$ cat config.mk
export PLATFORM = sky130hd
export DESIGN_NAME = ahb_mgr_arbiter
export DESIGN_NICKNAME = d
export VERILOG_FILES = /design/src/rtl/ahb_mgr_arbiter.sv
export SDC_FILE = /design/constraint.sdc
export NUM_CORES = 1
export LEC_CHECK = 0
export BUFFER_PORTS_ARGS = -buffer_cell sky130_fd_sc_hd__buf_4
export CORE_AREA = 2 2 177 179
export CTS_CLUSTER_DIAMETER = 150
export DETAILED_ROUTE_END_ITERATION = 6
export DIE_AREA = 0 0 179 181
export GPL_TIMING_DRIVEN = 0
export PLACE_DENSITY = 0.41
export REMOVE_ABC_BUFFERS = 1
export SLEW_MARGIN = 20
export SYNTH_ARGS = -nofsm -noshare
export SYNTH_HDL_FRONTEND = slang
export SYNTH_SLANG_ARGS = --single-unit
$ cat constraint.sdc
create_clock -name clk -period 3.67 [get_ports clk]
set_input_delay 0.1835 -clock clk [delete_from_list [all_inputs] [get_ports clk]]
set_output_delay 0.1835 -clock clk [all_outputs]
set_load 0.005 [all_outputs]
$ cat src/rtl/ahb_mgr_arbiter.sv
// Round-robin arbiter/mux letting NUM_MGR AHB managers share one subordinate port.
// Grants only at burst boundaries and caps how long one manager holds the bus under contention.
module ahb_mgr_arbiter #(
  parameter int unsigned NUM_MGR  = 4,
  parameter int unsigned ADDR_W   = 32,
  parameter int unsigned DATA_W   = 32,
  parameter int unsigned MAX_HOLD = 4
) (
  input  logic                      clk,
  input  logic                      nReset,
  input  logic [NUM_MGR-1:0]        req,
  input  logic [2*NUM_MGR-1:0]      mTrans,
  input  logic [ADDR_W*NUM_MGR-1:0] mAddr,
  input  logic [NUM_MGR-1:0]        mWrite,
  input  logic [3*NUM_MGR-1:0]      mSize,
  input  logic [3*NUM_MGR-1:0]      mBurst,
  input  logic [DATA_W*NUM_MGR-1:0] mWData,
  output logic [NUM_MGR-1:0]        grant,
  output logic [NUM_MGR-1:0]        mReady,
  output logic [NUM_MGR-1:0]        mResp,
  output logic [DATA_W-1:0]         mRData,
  output logic [1:0]                sTrans,
  output logic [ADDR_W-1:0]         sAddr,
  output logic                      sWrite,
  output logic [2:0]                sSize,
  output logic [2:0]                sBurst,
  output logic [DATA_W-1:0]         sWData,
  input  logic                      sReady,
  input  logic                      sResp,
  input  logic [DATA_W-1:0]         sRData
);

  localparam int unsigned IDX_W  = (NUM_MGR > 1) ? $clog2(NUM_MGR) : 1;
  localparam int unsigned HOLD_W = $clog2(MAX_HOLD + 1);
  localparam int unsigned BEAT_W = 4;

  localparam logic [1:0] TR_IDLE   = 2'd0;
  localparam logic [1:0] TR_NONSEQ = 2'd2;
  localparam logic [1:0] TR_SEQ    = 2'd3;
  localparam logic [2:0] BU_SINGLE = 3'd0;
  localparam logic [2:0] BU_INCR   = 3'd1;

  typedef enum logic {
    ST_IDLE    = 1'b0,
    ST_GRANTED = 1'b1
  } state_t;

  state_t              r_state, w_state_nxt;
  logic [NUM_MGR-1:0]  r_grant, w_grant_nxt;
  logic [IDX_W-1:0]    r_last, w_last_nxt;
  logic                r_dvalid;
  logic [IDX_W-1:0]    r_downer;
  logic [BEAT_W-1:0]   r_beats;
  logic [HOLD_W-1:0]   r_hold;

  logic [1:0]          w_trans_a [NUM_MGR];
  logic [ADDR_W-1:0]   w_addr_a  [NUM_MGR];
  logic [2:0]          w_size_a  [NUM_MGR];
  logic [2:0]          w_burst_a [NUM_MGR];
  logic [DATA_W-1:0]   w_wdata_a [NUM_MGR];

  logic                w_nonseq, w_seq, w_fixed, w_boundary;
  logic [HOLD_W-1:0]   w_hold_inc;
  logic                w_hold_cap, w_others, w_rearb;
  logic [BEAT_W-1:0]   w_beats_load;
  logic                w_sel_found;
  logic [IDX_W-1:0]    w_sel_idx, w_cand;

  for (genvar g = 0; g < NUM_MGR; g++) begin : g_unpack
    assign w_trans_a[g] = mTrans[2*g +: 2];
    assign w_addr_a[g]  = mAddr[ADDR_W*g +: ADDR_W];
    assign w_size_a[g]  = mSize[3*g +: 3];
    assign w_burst_a[g] = mBurst[3*g +: 3];
    assign w_wdata_a[g] = mWData[DATA_W*g +: DATA_W];
  end

  // Address phase follows the granted manager; r_last is the owner while granted.
  always_comb begin
    sTrans = TR_IDLE;
    sAddr  = '0;
    sWrite = 1'b0;
    sSize  = '0;
    sBurst = '0;
    if (r_state == ST_GRANTED) begin
      sTrans = w_trans_a[r_last];
      sAddr  = w_addr_a[r_last];
      sWrite = mWrite[r_last];
      sSize  = w_size_a[r_last];
      sBurst = w_burst_a[r_last];
    end
  end

  assign sWData = r_dvalid ? w_wdata_a[r_downer] : '0;
  assign mReady = {NUM_MGR{sReady}};
  assign mRData = sRData;
  assign grant  = r_grant;

  always_comb begin
    mResp = '0;
    if (r_dvalid) mResp[r_downer] = sResp;
  end

  assign w_nonseq   = (sTrans == TR_NONSEQ);
  assign w_seq      = (sTrans == TR_SEQ);
  assign w_fixed    = (sBurst != BU_SINGLE) && (sBurst != BU_INCR);
  assign w_boundary = sReady && ((sTrans == TR_IDLE) ||
                                 (w_nonseq && (sBurst == BU_SINGLE)) ||
                                 (w_seq && w_fixed && (r_beats == BEAT_W'(1))));

  // Hold count as it will stand after this edge, so the cap bites on the MAX_HOLD-th NONSEQ.
  assign w_hold_inc = (sReady && w_nonseq && (r_hold != HOLD_W'(MAX_HOLD)))
                      ? r_hold + HOLD_W'(1) : r_hold;
  assign w_hold_cap = (w_hold_inc == HOLD_W'(MAX_HOLD));
  assign w_others   = |(req & ~r_grant);

  always_comb begin
    case (sBurst)
      3'd2, 3'd3: w_beats_load = BEAT_W'(3);
      3'd4, 3'd5: w_beats_load = BEAT_W'(7);
      3'd6, 3'd7: w_beats_load = BEAT_W'(15);
      default:    w_beats_load = '0;
    endcase
  end

  // Round-robin: scan from r_last+1 upward; descending loop leaves the nearest requester.
  always_comb begin
    w_sel_found = 1'b0;
    w_sel_idx   = '0;
    w_cand      = '0;
    for (int unsigned k = NUM_MGR; k >= 1; k--) begin
      w_cand = IDX_W'((32'(r_last) + k) % NUM_MGR);
      if (req[w_cand]) begin
        w_sel_found = 1'b1;
        w_sel_idx   = w_cand;
      end
    end
  end

  always_comb begin
    w_state_nxt = r_state;
    w_grant_nxt = r_grant;
    w_last_nxt  = r_last;
    w_rearb     = 1'b0;
    case (r_state)
      ST_IDLE:    w_rearb = sReady && (|req);
      ST_GRANTED: w_rearb = w_boundary && (!req[r_last] || (w_hold_cap && w_others));
      default:    w_rearb = 1'b0;
    endcase
    if (w_rearb) begin
      w_grant_nxt = '0;
      if (w_sel_found) begin
        w_state_nxt            = ST_GRANTED;
        w_grant_nxt[w_sel_idx] = 1'b1;
        w_last_nxt             = w_sel_idx;
      end else begin
        w_state_nxt = ST_IDLE;
      end
    end
  end

  always_ff @(posedge clk or negedge nReset) begin
    if (!nReset) begin
      r_state <= ST_IDLE;
      r_grant <= '0;
      r_last  <= IDX_W'(NUM_MGR - 1);
    end else begin
      r_state <= w_state_nxt;
      r_grant <= w_grant_nxt;
      r_last  <= w_last_nxt;
    end
  end

  // Data-phase owner, beat counter and hold counter; sReady low freezes them all.
  always_ff @(posedge clk or negedge nReset) begin
    if (!nReset) begin
      r_dvalid <= 1'b0;
      r_downer <= '0;
      r_beats  <= '0;
      r_hold   <= '0;
    end else begin
      if (w_grant_nxt != r_grant) r_hold <= '0;
      else                        r_hold <= w_hold_inc;
      if (sReady) begin
        r_dvalid <= w_nonseq || w_seq;
        r_downer <= r_last;
        if (w_nonseq)                        r_beats <= w_beats_load;
        else if (w_seq && (r_beats != '0))   r_beats <= r_beats - BEAT_W'(1);
      end
    end
  end

endmodule

After elaboration in Yosys (flattened, before gate mapping)

Cells that the tools add are included.

Reductions and logical operators: 30
Equal/unequal tests: 13
Magnitude comparators: 11
Multiplexer cells: 55
$add $sub $neg: 6
Bitwise operators: 6

Operators with widths:

| operator                                                   | number |
|---|---|
| 2-to-1 mux 32 bit                                          | 6 |
| binary-select mux 32 bit (select 2 bit)                    | 2 |
| 2-to-1 mux 3 bit                                           | 8 |
| less-than comparator 2 x 3 -> 1 bit, second input constant | 7 |
| 2-to-1 mux 4 bit                                           | 5 |
| equality test 3 bit, second input constant                 | 5 |
| 2-to-1 mux 1 bit                                           | 14 |
| 2-to-1 mux 2 bit                                           | 7 |
| logical AND 1 bit                                          | 13 |
| binary-select mux 1 bit (select 2 bit)                     | 6 |
| binary-select mux 3 bit (select 2 bit)                     | 2 |
| case mux 4 bit (3 select lines)                            | 1 |
| bitwise AND 4 bit                                          | 2 |
| OR reduction 4 bit                                         | 2 |
| equality test 3 x 2 -> 1 bit, second input constant        | 2 |
| greater-or-equal comparator 3 bit, second input constant   | 2 |
| NOT 2 -> 3 bit                                             | 2 |
| OR reduction 2 bit                                         | 3 |
| adder 2 x 1 -> 2 bit, second input constant                | 2 |
| adder 2 bit, second input constant                         | 2 |
| binary-select mux 2 bit (select 2 bit)                     | 1 |
| demux 1 bit (select 2 bit)                                 | 2 |
| equality test 2 bit, second input constant                 | 2 |
| equality test 4 x 1 -> 1 bit, second input constant        | 1 |
| 17 further kinds                                           | 22 |

Output and inout port bits: 117
Register bits: 17

Depth between registers and ports, before layout

Gate-level depths: netlist (run 1).

Depth after elaboration: 17
Mapped depth: 9
Gate-level depth less buffers: 7

Worst setup path after synthesis (run 1)

OpenSTA, ideal clock, no wires.

Path kind: reg-to-reg
From: register r_last[0]
To: register r_grant[3] (netlist: grant[3])
Slack: 0.938 ns
Clock period less this slack: 2.732 ns
Arrival time: 2.608 ns
Stages on the path, launching flop included: 7
Path through: dfstp_2 buf_6 mux4_2 a2111oi_4 mux2i_1 a311oi_4 mux2_2

Longest elaborated chain between the ends: 15

Ends and longest elaborated chain:

| what                                                                                         | RTL line | source |
|---|---|---|
| from (decl)                                                                                  | 50       | `logic [IDX_W-1:0] r_last, w_last_nxt;` |
| from (signal assigned)                                                                       | 165      | `r_last <= IDX_W'(NUM_MGR - 1);` |
| from (signal assigned)                                                                       | 169      | `r_last <= w_last_nxt;` |
| parallel branches: the longest is 14 deep, another holds less-than comparator 2 x 3 -> 1 bit | --       |  |
| 2-to-1 mux 4 bit *                                                                           | 149      | `if (w_rearb) begin` |
| net w_grant_nxt[3]                                                                           | 49       | `logic [NUM_MGR-1:0] r_grant, w_grant_nxt;` |
| to (signal assigned)                                                                         | 168      | `r_grant <= w_grant_nxt;` |
| to (decl)                                                                                    | 49       |  |

Mark *: on every way through the listed nets, which the timed path passes. The select of a mux whose other input is x is not followed.
A chain may end at the register's enable or synchronous reset.

Worst setup path after layout (run 1)

Same ends and word-level chain as after synthesis.

==> results.py, run 1 <==
metrics = {
    "setup_path": {
        "r2r_cells": 6,
        "critical_path_peak_fanout": 40,
        "worstSetupPathType": "reg2reg",
        "critPathCaptureType": "register",
        "startpoint_type": "register",
        "critical_path_arrival_ns": 3.51,
        "timing.critical_path.required_ns": 3.82,
    },
    "timing": {
        "final_hold_viol_count": 0,
        "report.final.slew_viol_count": 0,
        "hold_ws_ns": 0.2268,
        "postLayoutSetupSlackWorst_ns": 0.3045,
        "unrepaired_setup_endpoints_after_global_routing": "no",
        "max_freq_mhz": 297.1,
        "final.min_clock_period_ns": 3.365,
        "fin_crit_sh_pct": 91.70,
        "worst_case_headroom_to_the_max_slew_limit_pct": 55.22,
        "clock-skew-final_ns": 0.005773,
        "worstMarginPinSlew_ns": 0.6717,
        "setup_violations": 0,
    },
    "power": {
        "cellLeakagePower_uw": 0.003097,
        "power.density_nw_per_um2": 551.1,
        "max-vdd-ir-drop_uv": 301.3,
    },
    "clock_tree": {
        "clock_tree_from_tritoncts": "done",
        "clkLatencyLatePin_ns": 0.26,
        "clk_path_buf_depth": 2,
        "clk_root_buffer_cell": "sky130_fd_sc_hd__clkbuf_16",
        "tritoncts.num_buffers": 3,
        "clock_slew_at_reported_path_ffs_ns": 0.06,
        "clkSinkCount": 17,
        "max_h_tree_level": 1,
    },
    "global_route": {
        "global_route_wire_length_before_repair_um": 28030,
        "largest_net_degree_at_the_start_of_global_routing": 53,
        "grt_antenna_before_repair": 0,
        "global_route.usage.total_pct": 11.65,
        "first_global_vias": 4503,
        "grt_total_ovfl": 0,
    },
    "yosys": {
        "seq_area_frac_synth_pct": 11.43,
        "netlist-cell-type-count": 47,
        "synth_edf_count": 0,
        "synth_area_per_cell_um2": 10.55,
        "synthArstFlopShare_pct": 100.0,
        "warnings_from_yosys": 0,
        "synth_seq_cells": 17,
        "yosys_most_used_dff": "sky130_fd_sc_hd__dfrtp_1",
        "post_synth_instance_area_um2": 3745,
        "post_synth_inst_count": 355,
    },
    "floorplan": {
        "starting_density_of_the_core_pct": 12.34,
        "io_pins": 449,
        "core_um2": 30350,
        "die_width_um": 179,
        "cell_rows": 64,
        "fp.dieArea_um2": 32400,
        "chipHeight_um": 181,
    },
    "drt": {
        "post_drt_via_cell_ratio": 3.978,
        "route.vias.total": 4288,
        "drcViolationCount": 0,
        "detail-route-antenna-nets": 0,
        "drtIter0Drc": 187,
        "drt_pass_1_iters": 4,
        "route.final.wire_length_um": 19950,
        "routedWlPerCell_um": 18.51,
    },
    "placed_design": {
        "preCtsSetupSlack_ns": -0.01714,
        "post-dp-hpwl_um": 17270,
        "dpl-instance-area_um2": 6820,
        "port_buffers": 384,
        "place.gp.congestion": 0.7390,
    },
    "worst_hold_path": {
        "timing.hold.worst_path_depth": 2,
        "min-delay-path-class": "in2reg",
    },
    "finish": {
        "area_growth_pct": 84.93,
        "num_antenna_cells": 0,
        "share_of_post_route_cells_with_drive_strength_above_1_pct": 70.53,
        "post-route-cell-area_um2": 6925,
        "final_core_util_pct": 22.82,
        "layout_commonest_cell": "sky130_fd_sc_hd__buf_4",
        "most-common-layout-cells": "sky130_fd_sc_hd__buf_4 (385), sky130_fd_sc_hd__mux4_2 (73), sky130_fd_sc_hd__and2_1 (72)",
        "total_nets_final": 1020,
    },
    "run_status": {
        "run_status": "finished, final reports clean",
    },
    "job": {
        "max_cap_violations": 0,
    },
}
final timing paths:
check,from,end,slack [ns]
hold reg to reg,r_beats[1],r_beats[1],0.55
setup reg to reg,r_last[0],grant[3],0.30
min in group asynchronous,nReset,grant[0],0.36
hold / removal,sReady,r_dvalid,0.23
setup / recovery,r_last[0],grant[3],0.30
max in group asynchronous,nReset,r_last[0],3.05
sequential cells by signal (all words and copies together) (netlist names):
signal	count
r_downer	2
r_last	2
r_state	1
r_beats	4
r_hold	3
r_dvalid	1
grant	4
report_power, final:
group / total, µW / internal, µW / switching [µW]
Combinational: 2900 / 1890 / 1020
Sequential: 680 / 291 / 389
Clock: 233 / 146 / 86.3
Total: 3820 / 2320 / 1490
synthesized netlist by cell type (2+ instances only):
cell                       number  area, µm²
sky130_fd_sc_hd__mux4_2        73       1644
sky130_fd_sc_hd__and2_1        72      450.4
sky130_fd_sc_hd__buf_4         36      270.3
sky130_fd_sc_hd__nor2_1        20      75.07
sky130_fd_sc_hd__clkbuf_1      19      71.32
sky130_fd_sc_hd__dfrtp_1       15      375.4
sky130_fd_sc_hd__o21ai_0       11      55.05
sky130_fd_sc_hd__nor3_1        10      50.05
sky130_fd_sc_hd__inv_1          9      33.78
sky130_fd_sc_hd__a21oi_1        8      40.04
sky130_fd_sc_hd__buf_1          8      30.03
sky130_fd_sc_hd__nor2b_1        8      50.05
sky130_fd_sc_hd__ha_1           5      62.56
sky130_fd_sc_hd__nand2_1        5      18.77
sky130_fd_sc_hd__nand2b_1       5      31.28
sky130_fd_sc_hd__mux2_2         4      45.04
sky130_fd_sc_hd__a211oi_1       3      22.52
sky130_fd_sc_hd__mux2i_1        3      30.03
sky130_fd_sc_hd__nor4_1         3      18.77
sky130_fd_sc_hd__a21o_1         2      15.01
sky130_fd_sc_hd__a311oi_1       2      17.52
sky130_fd_sc_hd__a31oi_1        2      12.51
sky130_fd_sc_hd__buf_2          2      10.01
sky130_fd_sc_hd__dfstp_2        2      52.55
sky130_fd_sc_hd__nand3_1        2      10.01
sky130_fd_sc_hd__nor3b_1        2      15.01
sky130_fd_sc_hd__o22ai_1        2      12.51
sky130_fd_sc_hd__o31a_1         2      17.52
sky130_fd_sc_hd__xnor2_1        2      17.52
kinds of logic after synthesis:
group                    share of synthesized area, %
AND/OR/NAND/NOR                                 20.01
multiplexers                                    45.91
buffers and inverters                           11.49
AO/OA/AOI/OAI                                   8.788
flip-flops                                      11.43
adder cells (fa/ha/maj)                         1.671
XOR/XNOR                                       0.7018
per-stage QoR:
stage | std cells | power (µW) | TNS (ns)
after floorplan | 289 | 2178 | 0
after global placement | 1069 | 3632 | -7.392
after detailed placement | 1072 | 3643 | -0.01714
after CTS | 1077 | 3902 | 0
after global routing | 1078 | 4162 | 0
final | 1078 | 3817 | 0
metal layers:
metal	up-vias	routed length [µm]	global-route usage (%)
met4	2	106	1.203
met2	266	8938	18.15
li1	1976	-	-
met5	-	131	3.086
met1	2034	7625	14.30
met3	10	3150	6.355
worst max-delay path: stages (launching register included):
cell	delay, ns
sky130_fd_sc_hd__dfstp_4	0.80
sky130_fd_sc_hd__buf_16	0.30
sky130_fd_sc_hd__mux4_2	0.61
sky130_fd_sc_hd__a2111oi_1	0.53
sky130_fd_sc_hd__a311oi_2	0.19
sky130_fd_sc_hd__a311oi_4	0.39
sky130_fd_sc_hd__mux2_2	0.38
layout make-up:
class                      count  area, µm²
clock buffer                   3      75.07
clock inverter                 1      5.005
fill                        3301      23420
inverter                      10      37.54
multi-input combinational    262       2894
sequential                    17      442.9
tap                          396      495.5
timing repair buffer         389       2975
what timing repair did:
| item | in CTS | in global routing |
|---|---|---|
| hold buffers | 1 | 0 |
| hold endpoints to repair | 15 | 0 |
| pin swaps | 0 | 2 |
| resized for setup | 1 | 1 |
| setup endpoints to repair | 1 | 8 |
| setup buffers | 0 | 1 |
(Power assumes the default switching activity.)
==> inputs of run 2 (changes only) <==
- ABC_AREA: default -> 1
- CORE_AREA: 2 2 177 179 -> 2 2 173 175
- DIE_AREA: 0 0 179 181 -> 0 0 175 177
- PLACE_DENSITY: 0.41 -> 0.42
- SKIP_CTS_REPAIR_TIMING: default -> 1
==> run 2 against run 1 <==
Compared with the run above: design area decreased by 4.6%; critical path type unchanged; critical path depth increased by 9; via count increased by 26%; largest power group unchanged; non-clock buffer count increased by 1; wire length increased by 20%; fmax increased by 2.3%; combinational power increased by 22%; register-to-register slack improved by 0.08 ns; highest routed layer is now met4; die area decreased by 4.4%; sequential share of layout area increased by 0.16 points.
==> results.py, run 2 <==
metrics = {
    "clock_tree": {
        "clock_slew_at_reported_path_ffs_ns": 0.05,
        "clkLatencyLatePin_ns": 0.25,
        "clkSinkCount": 17,
        "tritoncts.num_buffers": 3,
        "clock_tree_from_tritoncts": "done",
        "max_h_tree_level": 1,
        "clk_root_buffer_cell": "sky130_fd_sc_hd__clkbuf_16",
        "clk_path_buf_depth": 2,
    },
    "setup_path": {
        "reg2reg_slack_ns": 0.38,
        "timing.critical_path.required_ns": 3.79,
        "critical_path_arrival_ns": 3.41,
        "worstPathCellList": "nand2_1 -> inv_4 -> nand2_1 -> nand4_1 -> nand2_1 -> nand2_1 -> nand2_1 -> nand2_1 -> inv_1 -> nor2_1 -> nand2_1 -> nand2_2 -> nand2_1 -> nand2_1 -> o21ai_0",
        "critical_path_depth": 15,
        "worstSetupEndpoint": "grant[3]",
        "r2r_cells": 15,
        "critPathCaptureType": "register",
        "crit-reg2reg-capture": "grant[3]",
        "timing.critical_path.from": "r_last[0]",
        "worst_r2r_startpoint": "r_last[0]",
        "critical_path_peak_fanout": 39,
        "startpoint_type": "register",
        "critical_path.most_common_cell": "sky130_fd_sc_hd__nand2_1",
        "cpMaxStageDelayCell": "sky130_fd_sc_hd__dfstp_2",
        "timing.critical_path.buf_inv": 2,
        "worstSetupPathType": "reg2reg",
        "critPathTopFamily": "simple AND/OR/NAND/NOR gates",
        "critPathMaxStageDelay_ns": 0.88,
    },
    "yosys": {
        "yosys.area.top_type": "sky130_fd_sc_hd__a22oi_1",
        "synthAdderAreaFrac_pct": 1.798,
        "synth_area_per_cell_um2": 6.281,
        "netlist-cell-type-count": 37,
        "synthArstFlopShare_pct": 100.0,
        "synth-compound-area-share_pct": 38.58,
        "seq_area_frac_synth_pct": 12.30,
        "synth_seq_cells": 17,
        "synth_edf_count": 0,
        "warnings_from_yosys": 0,
        "ys_top_cells_by_area": "sky130_fd_sc_hd__a22oi_1 (23%), sky130_fd_sc_hd__dfrtp_1 (11%), sky130_fd_sc_hd__nand3_1 (11%)",
        "synth_top_area_share_pct": 22.65,
        "post_synth_inst_count": 554,
        "yosys_most_used_dff": "sky130_fd_sc_hd__dfrtp_1",
        "area_fraction_in_and_or_nand_and_nor_cells_after_synthesis_pct": 27.58,
        "synth.mux.area_fraction_pct": 0,
        "post_synth_xor_area_fraction_pct": 0.7551,
        "synth_top_cells_by_count": "sky130_fd_sc_hd__a22oi_1 (105), sky130_fd_sc_hd__nand2_1 (81), sky130_fd_sc_hd__nand3_1 (74)",
        "post-synth-top-count-cell": "sky130_fd_sc_hd__a22oi_1",
        "synth_top_family_by_area": "compound AO/OA/AOI/OAI gates",
        "post_synth_instance_area_um2": 3480,
    },
    "drt": {
        "drcViolationCount": 0,
        "post_drt_via_cell_ratio": 4.314,
        "route.final.wire_length_um": 23880,
        "drtIter0Drc": 387,
        "route.vias.total": 5418,
        "drt_pass_1_iters": 5,
        "routedWlPerCell_um": 19.01,
        "detail-route-antenna-nets": 0,
    },
    "timing": {
        "max_freq_mhz": 304.1,
        "worstMarginPinSlew_ns": 1.103,
        "unrepaired_setup_endpoints_after_global_routing": "no",
        "postLayoutSetupSlackWorst_ns": 0.3816,
        "setup_violations": 0,
        "totalNegativeSetupSlack_ns": 0,
        "worst_case_headroom_to_the_max_slew_limit_pct": 26.40,
        "final_hold_viol_count": 0,
        "hold_ws_ns": 0.2621,
        "clock-skew-final_ns": 0.003012,
        "final.min_clock_period_ns": 3.288,
        "report.final.slew_viol_count": 0,
        "fin_crit_sh_pct": 89.60,
    },
    "finish": {
        "total_nets_final": 1204,
        "n_fill_cell": 3327,
        "final_core_util_pct": 22.59,
        "area_growth_pct": 89.86,
        "num_antenna_cells": 0,
        "layout_commonest_cell": "sky130_fd_sc_hd__buf_4",
        "share_of_post_route_cells_with_drive_strength_above_1_pct": 49.42,
        "regArea_um2": 432.9,
        "multiInputGateArea_um2": 2432,
        "most-common-layout-cells": "sky130_fd_sc_hd__buf_4 (384), sky130_fd_sc_hd__a22oi_1 (105), sky130_fd_sc_hd__nand2_1 (81)",
    },
    "floorplan": {
        "fp.dieArea_um2": 30980,
        "core_um2": 29240,
        "starting_density_of_the_core_pct": 11.90,
        "cell_rows": 63,
        "die_width_um": 175,
        "io_pins": 449,
        "chipHeight_um": 177,
    },
    "global_route": {
        "global_route.usage.total_pct": 13.39,
        "global_route_wire_length_before_repair_um": 31910,
        "grt_total_ovfl": 0,
        "grt_antenna_before_repair": 0,
        "largest_net_degree_at_the_start_of_global_routing": 61,
        "first_global_vias": 4865,
    },
    "power": {
        "cellLeakagePower_uw": 0.003093,
        "power.density_nw_per_um2": 637.7,
        "p_total_uw": 4213,
        "max-vdd-ir-drop_uv": 219.7,
    },
    "run_status": {
        "run_status": "finished, final reports clean",
    },
    "placed_design": {
        "post-dp-hpwl_um": 18750,
        "place.gp.congestion": 0.7716,
        "port_buffers": 384,
        "preCtsSetupSlack_ns": 0.03871,
    },
    "worst_hold_path": {
        "min-delay-path-class": "in2reg",
    },
    "job": {
        "max_cap_violations": 0,
    },
}
[run 2: stage by stage]
stage | instance area (µm²) | std cells
2_1_floorplan | 2965 | 469
3_3_place_gp | 6336 | 1243
3_5_place_dp | 6495 | 1248
4_1_cts | 6575 | 1252
5_1_grt | 6606 | 1256
6_report | 6606 | 1256
[run 2: final cells by class]
type | instances | area share, %
Tap cell | 390 | 7.386
Multi-Input combinational cell | 418 | 36.82
Inverter | 37 | 2.273
Sequential cell | 17 | 6.553
Clock buffer | 3 | 1.136
Clock inverter | 1 | 0.07576
Timing Repair Buffer | 390 | 45.76
[run 2: logic make-up (layout without fill, tap and decap cells)]
| group | after synthesis | in the layout |
|---|---|---|
| and+or+nand+nor | 204 | 207 |
| AOI/OAI and AO/OA | 203 | 203 |
| buffers and inverters | 122 | 431 |
| DFF | 17 | 17 |
| adders and majority gates | 5 | 5 |
| xor gates and xnor gates | 3 | 3 |
[run 2: worst register-to-register path: stages (launching register included)]
cell and delay, ns:
sky130_fd_sc_hd__dfstp_2 0.88, sky130_fd_sc_hd__nand2_1 0.18, sky130_fd_sc_hd__inv_4 0.38, sky130_fd_sc_hd__nand2_1 0.16
sky130_fd_sc_hd__nand4_1 0.28, sky130_fd_sc_hd__nand2_1 0.11, sky130_fd_sc_hd__nand2_1 0.18, sky130_fd_sc_hd__nand2_1 0.07
sky130_fd_sc_hd__nand2_1 0.06, sky130_fd_sc_hd__inv_1 0.04, sky130_fd_sc_hd__nor2_1 0.17, sky130_fd_sc_hd__nand2_1 0.09
sky130_fd_sc_hd__nand2_2 0.17, sky130_fd_sc_hd__nand2_1 0.20, sky130_fd_sc_hd__nand2_1 0.09, sky130_fd_sc_hd__o21ai_0 0.09
[run 2: worst min-delay path by stage]
stage / from / endpoint / slack, ns / cells after the start
final: sReady / r_dvalid / 0.26 / 2
after global routing: sReady / r_downer[0] / 0.29 / 2
after CTS: nReset / grant[1] / -0.20 / 1
after detailed placement: nReset / grant[1] / 0.07 / 1
after global placement: nReset / grant[1] / 0.07 / 1
after floorplan: nReset / grant[0] / -0.11 / 0
[run 2: where the power goes]
| part | switching [µW] | leakage, µW | internal [µW] |
|---|---|---|---|
| registers | 179 | 0.000207 | 278 |
| clock network | 75.8 | 0.0000409 | 146 |
| logic | 2000 | 0.00285 | 1530 |
| total | 2260 | 0.00309 | 1950 |
[run 2: layer usage]
metal | global-route usage [%] | part of all wire, % | vias up
met4 | 0.8681 | 0.65 | 0
met3 | 5.069 | 8.8 | 12
met2 | 20.32 | 46 | 225
met5 | 0.6410 | 0 | -
li1 | - | - | 2632
met1 | 18.68 | 44 | 2549
